<file path="src/rtl/multi_pulser.sv">
// Multi-channel push-button pulser: per-channel synchroniser, debouncer, edge
// qualification and a small FSM that emits fixed-width pulses with optional auto-repeat.
module multi_pulser #(
  parameter int N_CH      = 4,
  parameter int DEB_CNT   = 1000,
  parameter int PULSE_LEN = 1,
  parameter int REP_DLY   = 50000,
  parameter int REP_PER   = 10000
) (
  input  logic            clk,
  input  logic            rst,
  input  logic [N_CH-1:0] btn_i,
  input  logic [1:0]      edge_mode,
  input  logic [N_CH-1:0] rep_en,
  output logic [N_CH-1:0] pulse_o,
  output logic [N_CH-1:0] level_o,
  output logic            any_pulse,
  output logic [N_CH-1:0] drop_o
);

  localparam int DEB_W = $clog2(DEB_CNT);
  localparam int T_MAX = (REP_DLY > REP_PER) ?
                         ((REP_DLY > PULSE_LEN) ? REP_DLY : PULSE_LEN) :
                         ((REP_PER > PULSE_LEN) ? REP_PER : PULSE_LEN);
  localparam int T_W   = $clog2(T_MAX + 1);

  localparam logic [DEB_W-1:0] DEB_LAST   = DEB_W'(DEB_CNT - 1);
  localparam logic [T_W-1:0]   PULSE_LAST = T_W'(PULSE_LEN - 1);
  localparam logic [T_W-1:0]   DLY_LAST   = T_W'(REP_DLY - 1);
  localparam logic [T_W-1:0]   PER_LAST   = T_W'(REP_PER - 1);
  localparam logic [T_W-1:0]   T_SAT      = T_W'(T_MAX);

  typedef enum logic [1:0] {
    IDLE,
    PULSE,
    HOLD,
    REPEAT_WAIT
  } state_e;

  logic [N_CH-1:0] pulse_d;
  logic            any_pulse_q;

  for (genvar g = 0; g < N_CH; g++) begin : g_ch
    logic             sync1_q, sync2_q;
    logic [DEB_W-1:0] deb_cnt_q, deb_cnt_d;
    logic             level_q, level_d, prev_q;
    state_e           state_q, state_d;
    logic [T_W-1:0]   tmr_q, tmr_d;
    logic             rep_q, rep_d;
    logic             drop_q, drop_d;
    logic             pulse_q;
    logic             evt, hold_ok;

    // NOTE: every variable gets a default at the top of always_comb so no path
    // leaves it unassigned, which would otherwise infer a latch.
    always_comb begin
      deb_cnt_d = '0;
      level_d   = level_q;
      if (sync2_q != level_q) begin
        if (deb_cnt_q == DEB_LAST) level_d = ~level_q;
        else                       deb_cnt_d = deb_cnt_q + 1'b1;
      end

      unique case (edge_mode)
        2'b00:   evt = level_q & ~prev_q;
        2'b01:   evt = ~level_q & prev_q;
        2'b10:   evt = level_q ^ prev_q;
        default: evt = 1'b0;
      endcase
      hold_ok = level_q & rep_en[g] & (edge_mode != 2'b11);

      state_d = state_q;
      tmr_d   = (tmr_q == T_SAT) ? tmr_q : tmr_q + 1'b1;
      rep_d   = rep_q;
      drop_d  = drop_q;
      unique case (state_q)
        IDLE: begin
          if (evt) begin
            state_d = PULSE;
            tmr_d   = '0;
            rep_d   = 1'b0;
          end
        end
        PULSE: begin
          // Events during an active pulse are discarded, only flagged.
          if (evt) drop_d = 1'b1;
          if (tmr_q == PULSE_LAST) begin
            if (!hold_ok)   state_d = IDLE;
            else if (rep_q) state_d = REPEAT_WAIT;
            else            state_d = HOLD;
          end
        end
        HOLD, REPEAT_WAIT: begin
          if (evt) begin
            state_d = PULSE;
            tmr_d   = '0;
            rep_d   = 1'b0;
          end else if (!hold_ok) begin
            state_d = IDLE;
          end else if (tmr_q == ((state_q == HOLD) ? DLY_LAST : PER_LAST)) begin
            state_d = PULSE;
            tmr_d   = '0;
            rep_d   = 1'b1;
          end
        end
        default: state_d = IDLE;
      endcase
    end

    assign pulse_d[g] = (state_d == PULSE);

    // NOTE: state flops use non-blocking assignments so every flop samples
    // pre-edge values regardless of block ordering.
    always_ff @(posedge clk or posedge rst) begin
      if (rst) begin
        sync1_q   <= 1'b0;
        sync2_q   <= 1'b0;
        deb_cnt_q <= '0;
        level_q   <= 1'b0;
        prev_q    <= 1'b0;
        state_q   <= IDLE;
        tmr_q     <= '0;
        rep_q     <= 1'b0;
        drop_q    <= 1'b0;
        pulse_q   <= 1'b0;
      end else begin
        sync1_q   <= btn_i[g];
        sync2_q   <= sync1_q;
        deb_cnt_q <= deb_cnt_d;
        level_q   <= level_d;
        prev_q    <= level_q;
        state_q   <= state_d;
        tmr_q     <= tmr_d;
        rep_q     <= rep_d;
        drop_q    <= drop_d;
        pulse_q   <= pulse_d[g];
      end
    end

    assign pulse_o[g] = pulse_q;
    assign level_o[g] = level_q;
    assign drop_o[g]  = drop_q;
  end

  // Built from next-state so any_pulse lines up with pulse_o in the same cycle.
  always_ff @(posedge clk or posedge rst) begin
    if (rst) any_pulse_q <= 1'b0;
    else     any_pulse_q <= |pulse_d;
  end

  assign any_pulse = any_pulse_q;

endmodule

</file>
<file path="config.mk">
export PLATFORM = sky130hd
export DESIGN_NAME = multi_pulser
export DESIGN_NICKNAME = d
export VERILOG_FILES = /design/src/rtl/multi_pulser.sv
export SDC_FILE = /design/constraint.sdc
export NUM_CORES = 1
export LEC_CHECK = 0
export ABC_AREA = 1
export BUFFER_PORTS_ARGS = -buffer_cell sky130_fd_sc_hd__buf_4
export CAP_MARGIN = 5
export CORE_AREA = 4 4 129 131
export CTS_CLUSTER_SIZE = 14
export DETAILED_ROUTE_END_ITERATION = 7
export DIE_AREA = 0 0 133 135
export PLACE_DENSITY = 0.76
export SLEW_MARGIN = 20
export SYNTH_ARGS = -nofsm -noshare
export SYNTH_HDL_FRONTEND = slang
export SYNTH_SLANG_ARGS = --single-unit
</file>
<file path="constraint.sdc">
create_clock -name clk -period 4.17 [get_ports clk]
set_clock_uncertainty 0.05 [all_clocks]
set_input_delay 0 -clock clk [delete_from_list [all_inputs] [get_ports clk]]
set_output_delay 0 -clock clk [all_outputs]
set_load 0.005 [all_outputs]
</file>
; ---- After elaboration in Yosys (flattened, before gate mapping)
; Cells that the tools add are included.
[totals]
word_cells = 246
out_inout_bits = 13
regBits = 141
in_bits = 12
[classes]
bitwise_logic = 28
n_eq_ne = 47
mux = 92
addsub = 8
n_reduce_logical = 30
[ops]
columns = op, count
row1 = $mux W16, 24
row2 = $pmux W16 S2, 4
row3 = $mux W10, 8
row4 = $add A16 B1 Y16 const B, 4
row5 = $eq A16 B16 Y1, 4
row6 = $eq A16 B16 Y1 const B, 4
row7 = $logic_not A16 Y1, 4
row8 = $mux W2, 24
row9 = $add A10 B1 Y10 const B, 4
row10 = $eq A10 B10 Y1 const B, 4
row11 = $ne A3 B3 Y1 const B, 8
row12 = $pmux W2 S3, 4
row13 = $mux W1, 20
row14 = $eq A2 B1 Y1 const B, 9
row15 = $eq A2 B2 Y1 const B, 9
row16 = $and A1 B1 Y1, 16
row17 = $reduce_and A2 Y1, 8
row18 = $reduce_and A4 Y1, 4
row19 = $pmux W1 S3, 4
row20 = $logic_not A2 Y1, 5
row21 = $ne A2 B2 Y1 const B, 5
row22 = $not A1 Y1, 8
row23 = $pmux W1 S2, 4
row24 = $reduce_bool A2 Y1, 4
row25 = other kinds (4), 13

; ---- Logic depth before layout (Yosys ltp)
; Gate-level depths: netlist (run 1).
[logic_depth]
word_depth = 9
depth_mapped = 13

; ---- Worst setup path after synthesis (run 1)
; No wires, ideal clock.
[synth_timing]
kind = reg-to-reg
from = register g_ch[2].level_q
to = register any_pulse_q, in the netlist any_pulse
period_less_slack_ps = 1609
stages_incl_launch_ff = 13
setup_slack_ps = 2561
t_arrival_ps = 1443
cell_sequence = dfrtp_1 inv_1 ha_1 nand3b_1 nand3_2 nor2_1 inv_1 nand3_1 nand2_1 nand2_1 nand2_1 inv_1 nand2_1
[synth_via]
elab_chain_len = 7
word_cells_on_any_way = 15
classes_between = eq/ne: 1 / mux: 7 / bitwise: 6 / reduce/logical: 1
[synth_rtl]
columns = element, line_no
row1 = "start, declared", 46  ; logic level_q, level_d, prev_q;
row2 = "start signal, assigned", 130  ; level_q <= level_d;
row3 = $not A1 Y1 / $and A1 B1 Y1 (equally long branches), "66, 70"
row4 = $and A1 B1 Y1 (on tied branches), "66, 70"
row5 = $pmux W1 S3 (tied with other cells), 64  ; unique case (edge_mode)
row6 = $mux W2 (on tied branches), "94, 78, 87"
row7 = $pmux W2 S3 (*), 76  ; unique case (state_q)
row8 = named net g_ch[2].state_d[0], 47  ; state_e state_q, state_d;
row9 = $eq A2 B1 Y1 (*), 110  ; assign pulse_d[g] = (state_d == PULSE);
row10 = $reduce_or A4 Y1 (*), 148  ; else any_pulse_q <= |pulse_d;
row11 = "end signal, assigned", 148
row12 = "end, declared", 41  ; logic any_pulse_q;
; The timed path passes the listed nets; every way through them passes the cells marked *.
; A chain may end at the register's enable or synchronous reset.

; ---- Final worst setup path (run 1)
[layout_timing]
from = register g_ch[3].tmr_q[1]
to = register g_ch[3].tmr_q[7]
[layout_via]
elab_chain_len = 6
word_cells_on_any_way = 9
classes_between = add/sub: 1 / eq/ne: 2 / mux: 6
[layout_rtl]
columns = element, line_no
row1 = "start, declared", 48  ; logic [T_W-1:0] tmr_q, tmr_d;
row2 = "start signal, assigned", 133  ; tmr_q <= tmr_d;
row3 = $add A16 B1 Y16 / $eq A16 B16 Y1 (equally long branches), 73  ; tmr_d = (tmr_q == T_SAT) ? tmr_q : tmr_q + 1'b1;
row4 = $mux W16, 73
row5 = $mux W16, 100  ; end else if (tmr_q == ((state_q == HOLD) ? DLY_LAST : PER_LAST)) begin
row6 = $mux W16, 98  ; end else if (!hold_ok) begin
row7 = $mux W16, 94  ; if (evt) begin
row8 = $pmux W16 S2 (*), 76
row9 = named net g_ch[3].tmr_d[7], 48
; Marked as above.

==> results_dict.tcl, run 1 <==
set metrics [dict create \
    status "complete, no violations" \
    p_sw_mw 0.587 \
    place_inst 1169 \
    antenna_found_initial 0 \
    worst_setup_path_end_kind "register" \
    ys_warn_count 0 \
    instances_no_fill 1203 \
    postRouteAntennaNets 0 \
    relSlewSlack_pct 45.2 \
    synth_edf_count 0 \
    crit_path_frequent_cell "nand2_1" \
    port_buffers 24 \
    place_area_um2 7920 \
    min_path_type "in -> reg" \
    power_frac_clock_pct 47.2 \
    cts_buffers 17 \
    stdcell_area_um2 8500 \
    cp_slowest_cell "o21ai_1" \
    clk_latency_ns 0.42 \
    crit_required_ns 4.43 \
    vias_per_cell 4.89 \
    switching_share_pct 20.7 \
    rows 46 \
    seq_area_frac_synth_pct 46.5 \
    largest_register_ffs 64 \
    worst_pin_slew_ns 0.817 \
    io_pins 25 \
    dp_hpwl_um 10300 \
    cts_tree "done" \
    top_register "g_ch.tmr_q" \
    reg_top3 "g_ch.tmr_q x64, g_ch.deb_cnt_q x40, g_ch.state_q x8" \
    vias 5885 \
    synth-main-ff-cell "dfrtp_1" \
    firstDrtPassIters 5 \
    crit_arrival_ns 2.80 \
    fin_crit_ns 2.54 \
    coreArea_um2 15600 \
    drt_iter0_markers 295 \
    cts_sinks 141 \
    crit_path_start "g_ch[3].tmr_q[1]$_DFF_PP0_" \
    cts_resized 0 \
    combPwrFrac_pct 3.4 \
    syn_inst 946 \
    antenna_cells 0 \
    synth.area.top_cells "dfrtp_1 (46%), nand2_1 (8.9%), nor2_1 (7.7%)" \
    synth_area_um2 7590 \
    yosys-top-cells-count "nand2_1 (180), nor2_1 (155), dfrtp_1 (141)" \
    area_growth_pct 11.9 \
    peakVddDrop_v 0.000270 \
    cts_root_buffer "clkbuf_16" \
    final_nets 1011 \
    drt-total-wl_um 14300 \
    routedWlPerCell_um 11.9 \
    r2r-start "g_ch[3].tmr_q[1]$_DFF_PP0_" \
    setup-tns-final_ns 0 \
    drive_gt1_share_pct 10.3 \
    hold_viol_final 0 \
    yosysUniqueCellTypes 42 \
    leakage_nw 4.22 \
    clk_pin_slew_ns 0.06 \
    die_h_um 135 \
    start_kind "register" \
    synth_top_area_share_pct 46.5 \
    synth_top_cell_by_area "dfrtp_1" \
    drc 0 \
    grt_max_degree 116 \
    die_area_um2 18000 \
    place.gp.congestion 0.914 \
    start_util_pct 48.7 \
    hp-start "edge_mode[0]" \
    grt-ovfl-total 0 \
    cts_max_level 4 \
    cts_buffer_depth 2 \
    p_int_mw 2.25 \
    seq_power_share_pct 49.4 \
    cp_max_fo 11 \
    synth-seq-cells 141 \
    yosysMostFrequentCell "nand2_1" \
    setup_violations 0 \
    die_w_um 133 \
    post-route-period-util_pct 60.8 \
    synth.net_count 978 \
    slowest_delay_ns 0.68 \
    critPathKind "reg -> reg" \
    async_flop_share_pct 100 \
    powerDensity_nw_per_um2 334 \
    grt_pass1_vias 5801 \
    grt_pass1_wl_um 25500 \
    max_cap_viol_count 0 \
    rsz0062_at_grt "false" \
    fmax_mhz 394 \
    grt_usage_pct 17.1 \
    drv_slew 0 \
    avgSynthCellArea_um2 8.03 \
    path_cells "ha_1 -> nand2_1 -> nor2_1 -> nand2_1 -> nor2_1 -> nand3_1 -> o21ai_1 -> nand2_1 -> and3_1" \
]
-- worst max-delay path, delay by kind of cell (launching register included) --
kind | cells | cell delay, ns
simple gates | 7 | 1.13
fa+ha+maj | 1 | 0.18
flops | 1 | 0.38
compound gates | 1 | 0.68
-- kinds of logic (layout without fill, tap and decap cells) --
group,Yosys count,after routing,share of synthesized area [%]
AO/OA/AOI/OAI,77,77,5.93
buffers and inverters,164,205,9.06
XOR/XNOR,49,49,5.65
adder cells (fa/ha/maj),20,20,3.30
flip-flops,141,141,46.5
AND/OR/NAND/NOR,495,495,29.6
-- power by group through the flow --
stage / registers (mW) / logic [mW] / clock network [mW]
2_1_floorplan: 1.42 / 0.0632 / 0
3_3_place_gp: 1.43 / 0.0919 / 0
3_5_place_dp: 1.43 / 0.0939 / 0
4_1_cts: 1.40 / 0.0988 / 1.37
5_1_grt: 1.41 / 0.114 / 1.43
6_report: 1.40 / 0.0958 / 1.34
-- cell type report --
type | count | area [um^2]
Fill cell | 1389 | 7100
Multi-Input combinational cell | 641 | 3380
Sequential cell | 141 | 3530
Tap cell | 216 | 270
Clock inverter | 3 | 40.0
Inverter | 146 | 556
Clock buffer | 24 | 472
Timing Repair Buffer | 32 | 258
-- what timing repair did --
item,CTS,global route
buffers inserted,0,0
hold endpoints to repair,121,0
hold buffers,7,0
-- stage by stage --
step | setup WS, ns | power (mW) | util [%] | hold WS [ns]
after floorplan | 0.339 | 1.49 | - | -0.0186
after global placement | 1.78 | 1.52 | 50.8 | 0.0599
after detailed placement | 1.62 | 1.52 | 50.8 | 0.0609
after CTS | 1.63 | 2.87 | 54.5 | 0.00289
after global routing | 1.26 | 2.95 | 54.5 | 0.0512
final | 1.63 | 2.84 | 54.5 | 0.0211
-- final timing paths --
check                                              to  slack [ns]  depth (start not counted)
max in group asynchronous  g_ch[0].tmr_q[3]$_DFF_PP0_        2.95                          4
max reg2reg                g_ch[3].tmr_q[7]$_DFF_PP0_        1.63                          9
max                        g_ch[3].tmr_q[7]$_DFF_PP0_        1.63                          9
min                         g_ch[3].rep_q$_DFFE_PP0P_        0.02                          4
min reg2reg                 g_ch[1].sync2_q$_DFF_PP0_        0.29                          0
min in group asynchronous  g_ch[1].tmr_q[3]$_DFF_PP0_        0.24                          3
-- placed cells by master (no fill, tap or decap), types with 2 or more instances in the layout --
cell / instances
clkinv_2: 2
inv_2: 19
buf_4: 25
o21ai_1: 4
nand3b_1: 6
nand3_2: 11
xor2_1: 42
nand4_1: 17
o21ai_0: 14
ha_1: 20
or2_2: 6
o21bai_1: 7
a31o_2: 2
nor2_2: 6
nand2_1: 180
nor3_2: 3
clkbuf_1: 5
dlygate4sd3_1: 7
nand3_1: 54
nor3_4: 2
clkbuf_16: 17
o31ai_1: 3
nor4_1: 8
and3_1: 3
xnor2_1: 7
a31oi_1: 2
nor2_1: 155
dfrtp_1: 141
a21o_1: 2
nor3_1: 37
inv_1: 124
nor3b_1: 3
a21oi_1: 38
clkbuf_8: 2
clkinv_1: 2
-- layer usage --
metal  share of wire (%)  track usage [%]  vias up
li1                    -                -     3047
met1                  48             21.9     2714
met2                  47             28.8      107
met3                 4.3             4.36       17
met4                 1.3             5.20        0
met5                   0                0        -
Note: power is estimated with default switching activity, not from simulation.
==> run 2, diff against run 1 <==
--- a/config.mk
+++ b/config.mk
@@ -12,7 +12,7 @@
 export CTS_CLUSTER_SIZE = 14
 export DETAILED_ROUTE_END_ITERATION = 7
 export DIE_AREA = 0 0 133 135
-export PLACE_DENSITY = 0.76
+export PLACE_DENSITY = 0.79
 export SLEW_MARGIN = 20
 export SYNTH_ARGS = -nofsm -noshare
 export SYNTH_HDL_FRONTEND = slang
==> constraint.sdc (replaced) <==
create_clock -name clk -period 2.11 [get_ports clk]
set_clock_uncertainty 0.05 [all_clocks]
set_input_delay 0 -clock clk [delete_from_list [all_inputs] [get_ports clk]]
set_output_delay 0 -clock clk [all_outputs]
set_load 0.005 [all_outputs]
==> results_dict.tcl, run 2 (synthesis results as in run 1) <==
set metrics [dict create \
    firstDrtPassIters 5 \
    max_cap_viol_count 0 \
    io_pins 25 \
    vias_per_cell 4.96 \
    crit_required_ns 2.37 \
    seqCellArea_um2 3530 \
    cp_top_family "simple AND/OR/NAND/NOR gates" \
    final_common_cell "nand2_1" \
    layout_common_cells "nand2_1 (180), nor2_1 (155), dfrtp_1 (141)" \
    r2r-start "g_ch[1].level_q$_DFFE_PP0P_" \
    cp_max_fo 6 \
    grt_usage_pct 17.8 \
    drt-total-wl_um 14800 \
    worst_setup_path_end_kind "register" \
    fin_crit_ns 1.89 \
    drt_iter0_markers 490 \
    min_path_type "in -> reg" \
    post-route-period-util_pct 89.6 \
    reg_top3 "g_ch.tmr_q x64, g_ch.deb_cnt_q x40, g_ch.state_q x8" \
    setup_violations 0 \
    status "complete, no violations" \
    routedWlPerCell_um 12.2 \
    antenna_found_initial 0 \
    ff2ff_path_depth 12 \
    cts_buffer_depth 2 \
    antenna_cells 0 \
    final_nets 1018 \
    reg2reg_slack_ns 0.22 \
    rows 46 \
    cp_slowest_cell "dfrtp_1" \
    cts_root_buffer "clkbuf_16" \
    multi_input_area_um2 3380 \
    port_buffers 24 \
    vias 6030 \
    die_area_um2 18000 \
    grt_max_degree 41 \
    clk_pin_slew_ns 0.06 \
    grt-ovfl-total 0 \
    crit_buf_inv 2 \
    grt_pass1_wl_um 26400 \
    dp_hpwl_um 10800 \
    path_cells "inv_1 -> ha_1 -> nand3b_1 -> nand3_2 -> nor2_1 -> nor2_1 -> nand2_1 -> nand2_1 -> nand2_1 -> nand2_1 -> clkinv_1 -> nand2_1" \
    peakVddDrop_v 0.000590 \
    postCtsSetupBuffers 0 \
    slowest_delay_ns 0.47 \
    cts_sinks 141 \
    fmax_mhz 529 \
    rsz0062_at_grt "false" \
    worst_pin_slew_ns 0.667 \
    cts_max_level 4 \
    die_h_um 135 \
    critPathKind "reg -> reg" \
    fillCellCount 1381 \
    reg2reg_to "any_pulse$_DFF_PP0_" \
    postRouteAntennaNets 0 \
    final_util_pct 55.6 \
    leakage_nw 4.29 \
    coreArea_um2 15600 \
    powerDensity_nw_per_um2 693 \
    crit_arrival_ns 2.15 \
    stdcell_area_um2 8670 \
    cts_tree "done" \
    start_util_pct 48.7 \
    setup-tns-final_ns 0 \
    area_growth_pct 14.1 \
    crit_path_frequent_cell "nand2_1" \
    hp-start "edge_mode[1]" \
    drv_slew 0 \
    cts_buffers 17 \
    top_register "g_ch.tmr_q" \
    drc 0 \
    hold_depth 4 \
    place.gp.congestion 0.877 \
    min_to "g_ch[0].rep_q$_DFFE_PP0P_" \
    clk_latency_ns 0.42 \
    place_area_um2 7990 \
    largest_register_ffs 64 \
    drive_gt1_share_pct 11.6 \
    die_w_um 133 \
    start_kind "register" \
    relSlewSlack_pct 55.4 \
    grt_pass1_vias 5955 \
    hold_viol_final 0 \
]
[run 2: cell count changes in the layout (fill, tap and decap cells not counted)]
cell / previous run / this run
buf_12: 0 / 2
buf_4: 25 / 29
bufinv_16: 1 / 3
clkbuf_1: 5 / 2
clkinv_2: 2 / 4
clkinv_4: 0 / 1
clkinvlp_4: 0 / 4
dlygate4sd3_1: 7 / 8
inv_8: 1 / 0
[run 2: final cells by class]
type	instances	area share, %
timing repair buffer	39	3.90
clock buffer	21	5.31
inverter	146	6.37
sequential	141	40.7
multi-input combinational	641	39.0
tap	216	3.12
clock inverter	11	1.63
[run 2: worst max-delay path by stage]
stage / from / endpoint / slack (ns) / cells past startpoint
5_1_grt: g_ch[2].level_q$_DFFE_PP0P_ / any_pulse$_DFF_PP0_ / 0.04 / 12
6_report: g_ch[1].level_q$_DFFE_PP0P_ / any_pulse$_DFF_PP0_ / 0.22 / 12
4_1_cts: g_ch[1].level_q$_DFFE_PP0P_ / any_pulse$_DFF_PP0_ / 0.20 / 12
3_3_place_gp: g_ch[1].level_q$_DFFE_PP0P_ / any_pulse$_DFF_PP0_ / 0.30 / 12
2_1_floorplan: rst / any_pulse$_DFF_PP0_ / 0.30 / 1
3_5_place_dp: g_ch[1].level_q$_DFFE_PP0P_ / any_pulse$_DFF_PP0_ / 0.22 / 12
[run 2: worst reg2reg max path, delay by kind of cell (launching register included)]
kind	cells	cell delay, ns
adder cells (fa/ha/maj)	1	0.28
buffers and inverters	2	0.16
AND/OR/NAND/NOR	9	0.82
flip-flops	1	0.47
[run 2: stage by stage]
step | setup slack, ns | hold WS (ns) | std cells | power, mW
floorplan | 0.297 | -0.0186 | 946 | 2.94
global placement | 0.298 | 0.0601 | 1175 | 3.02
detailed placement | 0.221 | 0.0607 | 1175 | 3.02
CTS | 0.199 | 0.00768 | 1215 | 6.07
global route | 0.0446 | 0.0571 | 1215 | 6.25
finish | 0.220 | 0.0133 | 1215 | 6.01
[run 2: power by group]
group          total, mW  switching [mW]  leakage, nW  internal (mW)
clock               3.03            1.11        0.289           1.91
sequential          2.77          0.0286         1.79           2.74
combinational      0.208           0.132         2.22         0.0761
total               6.01            1.28         4.29           4.73
[run 2: repair_timing]
action / in CTS / in global routing
setup endpoints to repair: 0 / 0
gates resized for setup: 0 / 0
hold buffers: 8 / 0
hold endpoints to repair: 33 / 0
[run 2: layer usage]
metal	routed length, um	track usage (%)	vias to the layer above
li1	-	-	3077
met1	7010	22.8	2825
met2	6890	29.2	101
met3	598	4.66	27
met4	311	6.41	0
met5	0	0	-
